$ cat src/rtl/ship_action_controller_pkg.sv
// Shared types and screen geometry for the starship action controller.
// Optional autofire is selected with the AUTOFIRE_EN macro (see top module).
package ship_pkg;

    typedef enum logic [1:0] {
        S_IDLE  = 2'd0,
        S_LEFT  = 2'd1,
        S_RIGHT = 2'd2,
        S_COOL  = 2'd3
    } shield_state_e;

    localparam int unsigned H_ORIGIN = 32'd144;
    localparam int unsigned V_ORIGIN = 32'd35;

    // Cannon muzzle offsets below the top of the visible area.
    localparam int unsigned UP_CANNON_OFS = 32'd152;
    localparam int unsigned DN_CANNON_OFS = 32'd330;

    localparam logic [9:0] UP_START_Y_DEF = 10'(V_ORIGIN + UP_CANNON_OFS);
    localparam logic [9:0] DN_START_Y_DEF = 10'(V_ORIGIN + DN_CANNON_OFS);
    localparam logic [9:0] SHOT_TOP_Y_DEF = 10'(V_ORIGIN);
    localparam logic [9:0] SHOT_BOT_Y_DEF = 10'd515;
    localparam logic [9:0] TICK_LINE_DEF  = 10'd516;

    localparam bit DIR_UP = 1'b0;
    localparam bit DIR_DN = 1'b1;

endpackage

$ cat src/rtl/ship_action_controller_if.sv
// Button/raster inputs and renderer outputs of the action controller.
interface ship_action_if;
    logic       up;
    logic       down;
    logic       left;
    logic       right;
    logic [9:0] hCount;
    logic [9:0] vCount;
    logic       frame_tick;
    logic       shield_l_on;
    logic       shield_r_on;
    logic       shield_cool;
    logic       shot_up_active;
    logic [9:0] shot_up_y;
    logic       shot_dn_active;
    logic [9:0] shot_dn_y;

    modport master (
        output up, down, left, right, hCount, vCount,
        input  frame_tick, shield_l_on, shield_r_on, shield_cool,
        input  shot_up_active, shot_up_y, shot_dn_active, shot_dn_y
    );

    modport slave (
        input  up, down, left, right, hCount, vCount,
        output frame_tick, shield_l_on, shield_r_on, shield_cool,
        output shot_up_active, shot_up_y, shot_dn_active, shot_dn_y
    );
endinterface

$ cat src/rtl/ship_action_controller_shot_channel.sv
// One cannon shot: launches at START_Y and moves SPEED lines per tick toward LIMIT_Y.
module ship_shot_channel
    import ship_pkg::*;
#(
    parameter bit         DIR     = DIR_UP,
    parameter logic [9:0] START_Y = UP_START_Y_DEF,
    parameter logic [9:0] LIMIT_Y = SHOT_TOP_Y_DEF,
    parameter logic [3:0] SPEED   = 4'd4
) (
    input  logic       clk,
    input  logic       rst_n,
    input  logic       i_tick,
    input  logic       i_launch,
    output logic       o_active,
    output logic [9:0] o_y
);

    logic       r_active;
    logic [9:0] r_y;
    logic [10:0] w_bound;
    logic        w_retire;
    logic [9:0]  w_y_step;

    // Bound test happens before the step so y can never wrap.
    always_comb begin
        w_bound  = 11'd0;
        w_retire = 1'b0;
        w_y_step = r_y;
        if (DIR == DIR_UP) begin
            w_bound  = {1'b0, LIMIT_Y} + {7'd0, SPEED};
            w_retire = ({1'b0, r_y} < w_bound);
            w_y_step = r_y - {6'd0, SPEED};
        end else begin
            w_bound  = {1'b0, r_y} + {7'd0, SPEED};
            w_retire = (w_bound > {1'b0, LIMIT_Y});
            w_y_step = r_y + {6'd0, SPEED};
        end
    end

    // Flight state; retire and relaunch are mutually exclusive on a tick.
    always_ff @(posedge clk or negedge rst_n) begin
        if (!rst_n) begin
            r_active <= 1'b0;
            r_y      <= 10'd0;
        end else if (i_tick) begin
            if (r_active) begin
                if (w_retire) begin
                    r_active <= 1'b0;
                end else begin
                    r_y <= w_y_step;
                end
            end else if (i_launch) begin
                r_active <= 1'b1;
                r_y      <= START_Y;
            end
        end
    end

    assign o_active = r_active;
    assign o_y      = r_y;

endmodule

$ cat src/rtl/ship_action_controller.sv
// Frame-synchronous shield/cannon controller; all state moves on the vblank tick.
// Define AUTOFIRE_EN to launch shots from the held button level instead of edges.
module ship_action_controller
    import ship_pkg::*;
#(
    parameter logic [9:0]  TICK_LINE       = TICK_LINE_DEF,
    parameter int unsigned SHIELD_FRAMES   = 32'd90,
    parameter int unsigned COOLDOWN_FRAMES = 32'd60,
    parameter logic [3:0]  SHOT_SPEED      = 4'd4,
    parameter logic [9:0]  UP_START_Y      = UP_START_Y_DEF,
    parameter logic [9:0]  DN_START_Y      = DN_START_Y_DEF,
    parameter logic [9:0]  SHOT_TOP_Y      = SHOT_TOP_Y_DEF,
    parameter logic [9:0]  SHOT_BOT_Y      = SHOT_BOT_Y_DEF
) (
    input  logic          clk,
    input  logic          rst_n,
    ship_action_if.slave  bus
);

    localparam logic [7:0] SHIELD_LOAD = 8'(SHIELD_FRAMES - 32'd1);
    localparam logic [7:0] COOL_LOAD   = 8'(COOLDOWN_FRAMES - 32'd1);

    // Button vector order: {up, down, left, right}.
    logic [3:0]    w_btn;
    logic [3:0]    w_edge;
    logic [3:0]    w_take;
    logic [3:0]    r_hist;
    logic [3:0]    r_pend;
    logic          r_tick;
    shield_state_e r_state;
    shield_state_e w_state_nxt;
    logic [7:0]    r_timer;
    logic [7:0]    w_timer_nxt;
    logic          r_shield_l;
    logic          r_shield_r;
    logic          r_shield_c;
    logic          w_launch_up;
    logic          w_launch_dn;

    assign w_btn  = {bus.up, bus.down, bus.left, bus.right};
    assign w_edge = w_btn & ~r_hist;
    assign w_take = r_pend | w_edge;

    // Tick generation and sticky press capture; a tick clears every pending flag.
    always_ff @(posedge clk or negedge rst_n) begin
        if (!rst_n) begin
            r_tick <= 1'b0;
            r_hist <= 4'd0;
            r_pend <= 4'd0;
        end else begin
            r_tick <= (bus.hCount == 10'd0) && (bus.vCount == TICK_LINE);
            r_hist <= w_btn;
            r_pend <= r_tick ? 4'd0 : (r_pend | w_edge);
        end
    end

    // Shield next-state; presses outside S_IDLE are simply dropped.
    always_comb begin
        w_state_nxt = r_state;
        w_timer_nxt = r_timer;
        case (r_state)
            S_IDLE: begin
                if (w_take[1]) begin
                    w_state_nxt = S_LEFT;
                    w_timer_nxt = SHIELD_LOAD;
                end else if (w_take[0]) begin
                    w_state_nxt = S_RIGHT;
                    w_timer_nxt = SHIELD_LOAD;
                end else begin
                    w_state_nxt = S_IDLE;
                end
            end
            S_LEFT, S_RIGHT: begin
                if (r_timer == 8'd0) begin
                    w_state_nxt = S_COOL;
                    w_timer_nxt = COOL_LOAD;
                end else begin
                    w_timer_nxt = r_timer - 8'd1;
                end
            end
            S_COOL: begin
                if (r_timer == 8'd0) begin
                    w_state_nxt = S_IDLE;
                end else begin
                    w_timer_nxt = r_timer - 8'd1;
                end
            end
            default: begin
                w_state_nxt = S_IDLE;
                w_timer_nxt = 8'd0;
            end
        endcase
    end

    // Shield state and its decoded outputs, committed only on the tick.
    always_ff @(posedge clk or negedge rst_n) begin
        if (!rst_n) begin
            r_state    <= S_IDLE;
            r_timer    <= 8'd0;
            r_shield_l <= 1'b0;
            r_shield_r <= 1'b0;
            r_shield_c <= 1'b0;
        end else if (r_tick) begin
            r_state    <= w_state_nxt;
            r_timer    <= w_timer_nxt;
            r_shield_l <= (w_state_nxt == S_LEFT);
            r_shield_r <= (w_state_nxt == S_RIGHT);
            r_shield_c <= (w_state_nxt == S_COOL);
        end
    end

`ifdef AUTOFIRE_EN
    assign w_launch_up = bus.up;
    assign w_launch_dn = bus.down;
`else
    assign w_launch_up = w_take[3];
    assign w_launch_dn = w_take[2];
`endif

    ship_shot_channel #(
        .DIR(DIR_UP), .START_Y(UP_START_Y), .LIMIT_Y(SHOT_TOP_Y), .SPEED(SHOT_SPEED)
    ) u_shot_up (
        .clk(clk), .rst_n(rst_n), .i_tick(r_tick), .i_launch(w_launch_up),
        .o_active(bus.shot_up_active), .o_y(bus.shot_up_y)
    );

    ship_shot_channel #(
        .DIR(DIR_DN), .START_Y(DN_START_Y), .LIMIT_Y(SHOT_BOT_Y), .SPEED(SHOT_SPEED)
    ) u_shot_dn (
        .clk(clk), .rst_n(rst_n), .i_tick(r_tick), .i_launch(w_launch_dn),
        .o_active(bus.shot_dn_active), .o_y(bus.shot_dn_y)
    );

    assign bus.frame_tick  = r_tick;
    assign bus.shield_l_on = r_shield_l;
    assign bus.shield_r_on = r_shield_r;
    assign bus.shield_cool = r_shield_c;

endmodule

$ cat src/flat_wrapper.sv
// flat-port wrapper written by rule: the top's interface ports become plain ports
module ship_action_controller_flat import ship_pkg::*;
#(
    parameter logic [9:0]  TICK_LINE       = TICK_LINE_DEF,
    parameter int unsigned SHIELD_FRAMES   = 32'd90,
    parameter int unsigned COOLDOWN_FRAMES = 32'd60,
    parameter logic [3:0]  SHOT_SPEED      = 4'd4,
    parameter logic [9:0]  UP_START_Y      = UP_START_Y_DEF,
    parameter logic [9:0]  DN_START_Y      = DN_START_Y_DEF,
    parameter logic [9:0]  SHOT_TOP_Y      = SHOT_TOP_Y_DEF,
    parameter logic [9:0]  SHOT_BOT_Y      = SHOT_BOT_Y_DEF
)
  (clk, rst_n, bus_up, bus_down, bus_left, bus_right, bus_hCount, bus_vCount, bus_frame_tick, bus_shield_l_on, bus_shield_r_on, bus_shield_cool, bus_shot_up_active, bus_shot_up_y, bus_shot_dn_active, bus_shot_dn_y);
  ship_action_if bus_i ();
  input  logic clk;
  input  logic rst_n;
  input wire logic [$bits(bus_i.up)-1:0] bus_up;
  input wire logic [$bits(bus_i.down)-1:0] bus_down;
  input wire logic [$bits(bus_i.left)-1:0] bus_left;
  input wire logic [$bits(bus_i.right)-1:0] bus_right;
  input wire logic [$bits(bus_i.hCount)-1:0] bus_hCount;
  input wire logic [$bits(bus_i.vCount)-1:0] bus_vCount;
  output wire logic [$bits(bus_i.frame_tick)-1:0] bus_frame_tick;
  output wire logic [$bits(bus_i.shield_l_on)-1:0] bus_shield_l_on;
  output wire logic [$bits(bus_i.shield_r_on)-1:0] bus_shield_r_on;
  output wire logic [$bits(bus_i.shield_cool)-1:0] bus_shield_cool;
  output wire logic [$bits(bus_i.shot_up_active)-1:0] bus_shot_up_active;
  output wire logic [$bits(bus_i.shot_up_y)-1:0] bus_shot_up_y;
  output wire logic [$bits(bus_i.shot_dn_active)-1:0] bus_shot_dn_active;
  output wire logic [$bits(bus_i.shot_dn_y)-1:0] bus_shot_dn_y;
  assign bus_i.up = bus_up;
  assign bus_i.down = bus_down;
  assign bus_i.left = bus_left;
  assign bus_i.right = bus_right;
  assign bus_i.hCount = bus_hCount;
  assign bus_i.vCount = bus_vCount;
  assign bus_frame_tick = bus_i.frame_tick;
  assign bus_shield_l_on = bus_i.shield_l_on;
  assign bus_shield_r_on = bus_i.shield_r_on;
  assign bus_shield_cool = bus_i.shield_cool;
  assign bus_shot_up_active = bus_i.shot_up_active;
  assign bus_shot_up_y = bus_i.shot_up_y;
  assign bus_shot_dn_active = bus_i.shot_dn_active;
  assign bus_shot_dn_y = bus_i.shot_dn_y;
  ship_action_controller #(.TICK_LINE(TICK_LINE), .SHIELD_FRAMES(SHIELD_FRAMES), .COOLDOWN_FRAMES(COOLDOWN_FRAMES), .SHOT_SPEED(SHOT_SPEED), .UP_START_Y(UP_START_Y), .DN_START_Y(DN_START_Y), .SHOT_TOP_Y(SHOT_TOP_Y), .SHOT_BOT_Y(SHOT_BOT_Y)) u_core (.clk(clk), .rst_n(rst_n), .bus(bus_i));
endmodule
$ cat config.mk
export PLATFORM = sky130hd
export DESIGN_NAME = ship_action_controller_flat
export DESIGN_NICKNAME = d
export VERILOG_FILES = /design/src/rtl/ship_action_controller_pkg.sv /design/src/rtl/ship_action_controller_if.sv /design/src/rtl/ship_action_controller_shot_channel.sv /design/src/rtl/ship_action_controller.sv /design/src/flat_wrapper.sv
export SDC_FILE = /design/constraint.sdc
export NUM_CORES = 1
export LEC_CHECK = 0
export CAP_MARGIN = 20
export CORE_MARGIN = 2
export CORE_UTILIZATION = 40
export DETAILED_ROUTE_END_ITERATION = 6
export PLACE_DENSITY = 0.74
export SLEW_MARGIN = 30
export SYNTH_ARGS = -nofsm -noshare
export SYNTH_HDL_FRONTEND = slang
export SYNTH_HIERARCHICAL = 1
export SYNTH_SLANG_ARGS = --single-unit
$ cat constraint.sdc
create_clock -name clk -period 3.2 [get_ports clk]
set_clock_uncertainty 0.1 [all_clocks]
set_input_delay 0.64 -clock clk [delete_from_list [all_inputs] [get_ports clk]]
set_output_delay 0.64 -clock clk [all_outputs]
set_load 0.01 [all_outputs]
==> metrics.md <==
| Metric | Value |
|---|---|
| Clock slew at the register clock pins of the worst setup and hold paths | `80 ps` |
| Predominant post-synthesis flop cell | `dfrtp_1` |
| Post-synthesis sequential area ratio | `0.423` |
| Seq cells post-synth | `42` |
| PwrDens | `291 nW/um^2` |
| Tot GR Track Use | `0.157` |
| Post-CTS resize count | `0` |
| CTS root buf | `clkbuf_8` |
| Layout area overhead | `24.4%` |
| IO buf count | `50` |
| Setup violators final | `0` |
| Syn Nets | `287` |
| Slew @ Worst Pin | `622 ps` |
| Hold Fails Final Rpt | `0` |
| Vias in the first global route | `1981` |
| CP arrival | `2600 ps` |
| Max frequency | `0.399 GHz` |
| Full die area | `6860 um^2` |
| RSZ-0062 raised after global routing | `false` |
| Post-route ant nets | `0` |
| I/O pin cnt | `52` |
| 1st-iter DRT viols | `103` |
| HPWL after DPL | `3.97 mm` |
| Ys async rst share | `1.00` |
| Hold_buf cts | `0` |
| Rel. slew slack | `0.579` |
| Crit path launch type | `flop` |
| Cell Count, Final, Fillers Out | `376` |
| Minimum clock period | `2510 ps` |
| R2r setup slk | `690 ps` |
| Most common cell after layout, fill and taps aside | `clkdlybuf4s50_1` |
| Max-capacitance violation count | `0` |
| Total CTS buffers | `5` |
| Via count | `2094` |
| Initial antenna violation count | `0` |
| Avg WL per Cell | `14.3 um` |
| Worst-path fanout max | `13` |
| Worst VDD drop | `0.230 mV` |
| Post-synth EDFFs | `0` |
| Part of the cycle the worst path needs | `0.784` |
| Critical path required time | `3290 ps` |
| Setup TNS | `0 ps` |
| CTS tree | `built` |
| # DRC | `0` |
| Netlist cell types | `70` |
| Synth Warn # | `6` |
| DRT Wirelength | `5.38 mm` |
| GP Congestion | `0.811` |
| Row cnt | `28` |
| Cell Area, Synth | `2490 um^2` |
| First-pass GRT wire length | `9.05 mm` |
| Nets | `335` |
| Overall overflow remaining after global route | `0` |
| Leakage power | `0.00132 uW` |
| Avg Cell Area, Syn | `9.83 um^2` |
| Hold WC Path Type | `input pin to async pin` |
| Worst-Skew Late Latency | `300 ps` |
| Initial DRT Pass Iterations | `4` |
| Final worst slack | `692 ps` |
| Design Power | `899 uW` |
| Outcome | `complete, no violations` |
| DR vias/cell | `5.57` |
| Core area | `5960 um^2` |
| Placed Cells | `369` |
| Vert. Die Dim | `82.9 um` |
| Antenna diodes | `0` |
| Multi-input logic area | `1270 um^2` |
| Filler Cell Count | `545` |
| H-tree Lvls | `2` |
| Max Buffers Root-to-Sink | `2` |
| CP endpoint kind | `flop` |
| Worst slack, placed | `574 ps` |
| Cell count after synthesis | `253` |
| Layout cells sized above 1 | `0.120` |
| Pin count of the biggest net entering global routing | `43` |
| Critical path class | `flop to flop` |
| Clk sinks | `42` |
| Postcts setup bufs | `0` |
| DIE WIDTH | `82.9 um` |
| Most frequent cells in the layout | `49 x clkdlybuf4s50_1, 42 x dfrtp_1, 21 x inv_1, 21 x nor2_1, 13 x a21oi_1` |
| Starting Density | `0.418` |
| FF/Latch Area | `1050 um^2` |
| Final Slew Violations | `0` |
[power by group]
group / internal [uW] / switching [uW] / total [uW]
logic: 28.5 / 16.8 / 45.3
clock network: 146 / 174 / 320
registers: 533 / 0.800 / 534
total: 708 / 192 / 899
[routing by layer]
layer / wire [um] / vias up / global-route usage / share of wire
met4: 78 / 0 / 0.0596 / 0.014
met3: 220 / 7 / 0.0378 / 0.041
met2: 2550 / 40 / 0.252 / 0.47
met5: 0 / - / 0 / 0
li1: - / 1039 / - / -
met1: 2530 / 1008 / 0.207 / 0.47
[critical path, stage by stage (launching register included)]
cell and delay [ps]:
dfrtp_1 440, ha_1 290, nand2_1 130, a2111oi_0 410, and3b_4 280, a41oi_4 370
mux2_2 380
[state kept, by name, indices dropped and copies added, names as in the netlist, 2 cells and up]
| register | count |
|---|---|
| u_core/r_state | 2 |
| u_core/r_pend | 4 |
| u_core/r_timer | 8 |
| u_core/u_shot_up/o_y | 9 |
| u_core/r_hist | 4 |
| u_core/u_shot_dn/o_y | 9 |
[through the flow]
step | util | area [um^2] | hold slack [ps]
4_1_cts | 0.519 | 3090 | 381
3_3_place_gp | 0.506 | 3010 | 352
3_5_place_dp | 0.506 | 3010 | 359
2_1_floorplan | - | 2490 | 244
5_1_grt | 0.520 | 3100 | 260
6_report | 0.520 | 3100 | 222
[cell families (layout without fill, tap and decap cells)]
logic type	count (synthesis)	after routing	synth area share
adder cells (fa/ha/maj)	8	8	0.0402
AO/OA/AOI/OAI	74	74	0.231
XOR/XNOR	4	4	0.0141
buffers and inverters	33	81	0.0659
multiplexers	2	2	0.00855
other	1	1	0.00151
flip-flops	42	42	0.423
AND/OR/NAND/NOR	89	89	0.216
[final timing paths]
kind                                              start                      end  cells past startpoint
worst max register to register  u_core/u_shot_dn/o_y[2]  u_core/u_shot_dn/o_y[8]                      6
worst min-delay path                              rst_n  u_core/u_shot_up/o_y[5]                      1
worst max-delay path            u_core/u_shot_dn/o_y[2]  u_core/u_shot_dn/o_y[8]                      6
max in group asynchronous                         rst_n        u_core/r_timer[1]                      1
min in group clk                u_core/u_shot_dn/o_y[0]  u_core/u_shot_dn/o_y[0]                      1
worst min register to register  u_core/u_shot_dn/o_y[0]  u_core/u_shot_dn/o_y[0]                      1
[synthesized netlist by cell type (all sizes together) (2+ instances only)]
master | count | area (um^2)
o21ai | 15 | 78.8
o22ai | 5 | 31.3
buf | 7 | 55.1
nand3 | 7 | 35.0
nor2 | 22 | 90.1
a41oi | 2 | 36.3
o2111ai | 2 | 17.5
nand2b | 4 | 25.0
o21a | 2 | 15.0
nor4b | 5 | 50.0
o211a | 2 | 20.0
dfrtp | 42 | 1050
o41ai | 4 | 50.1
inv | 21 | 78.8
o31ai | 3 | 22.5
o21bai | 2 | 15.0
nor2b | 4 | 25.0
a21o | 6 | 45.0
a21oi | 14 | 73.8
or3b | 2 | 17.5
clkbuf | 5 | 30.0
nor3 | 10 | 50.1
nand2 | 10 | 37.5
xnor2 | 3 | 26.3
ha | 8 | 100
a211oi | 2 | 15.0
or4 | 3 | 26.3
nand4 | 3 | 18.8
nor3b | 2 | 20.0
or4b | 2 | 20.0
a221oi | 2 | 30.0
or2 | 3 | 18.8
nor4 | 9 | 77.6
[layout make-up]
class,instances,share of cell area
clock buffers,5,0.0222
multi-input cells,178,0.411
inverters,21,0.0255
repair buffers,53,0.168
well taps,75,0.0303
flip-flops and latches,42,0.340
clock inverters,2,0.00323
Power figures use the tool's default switching activity.
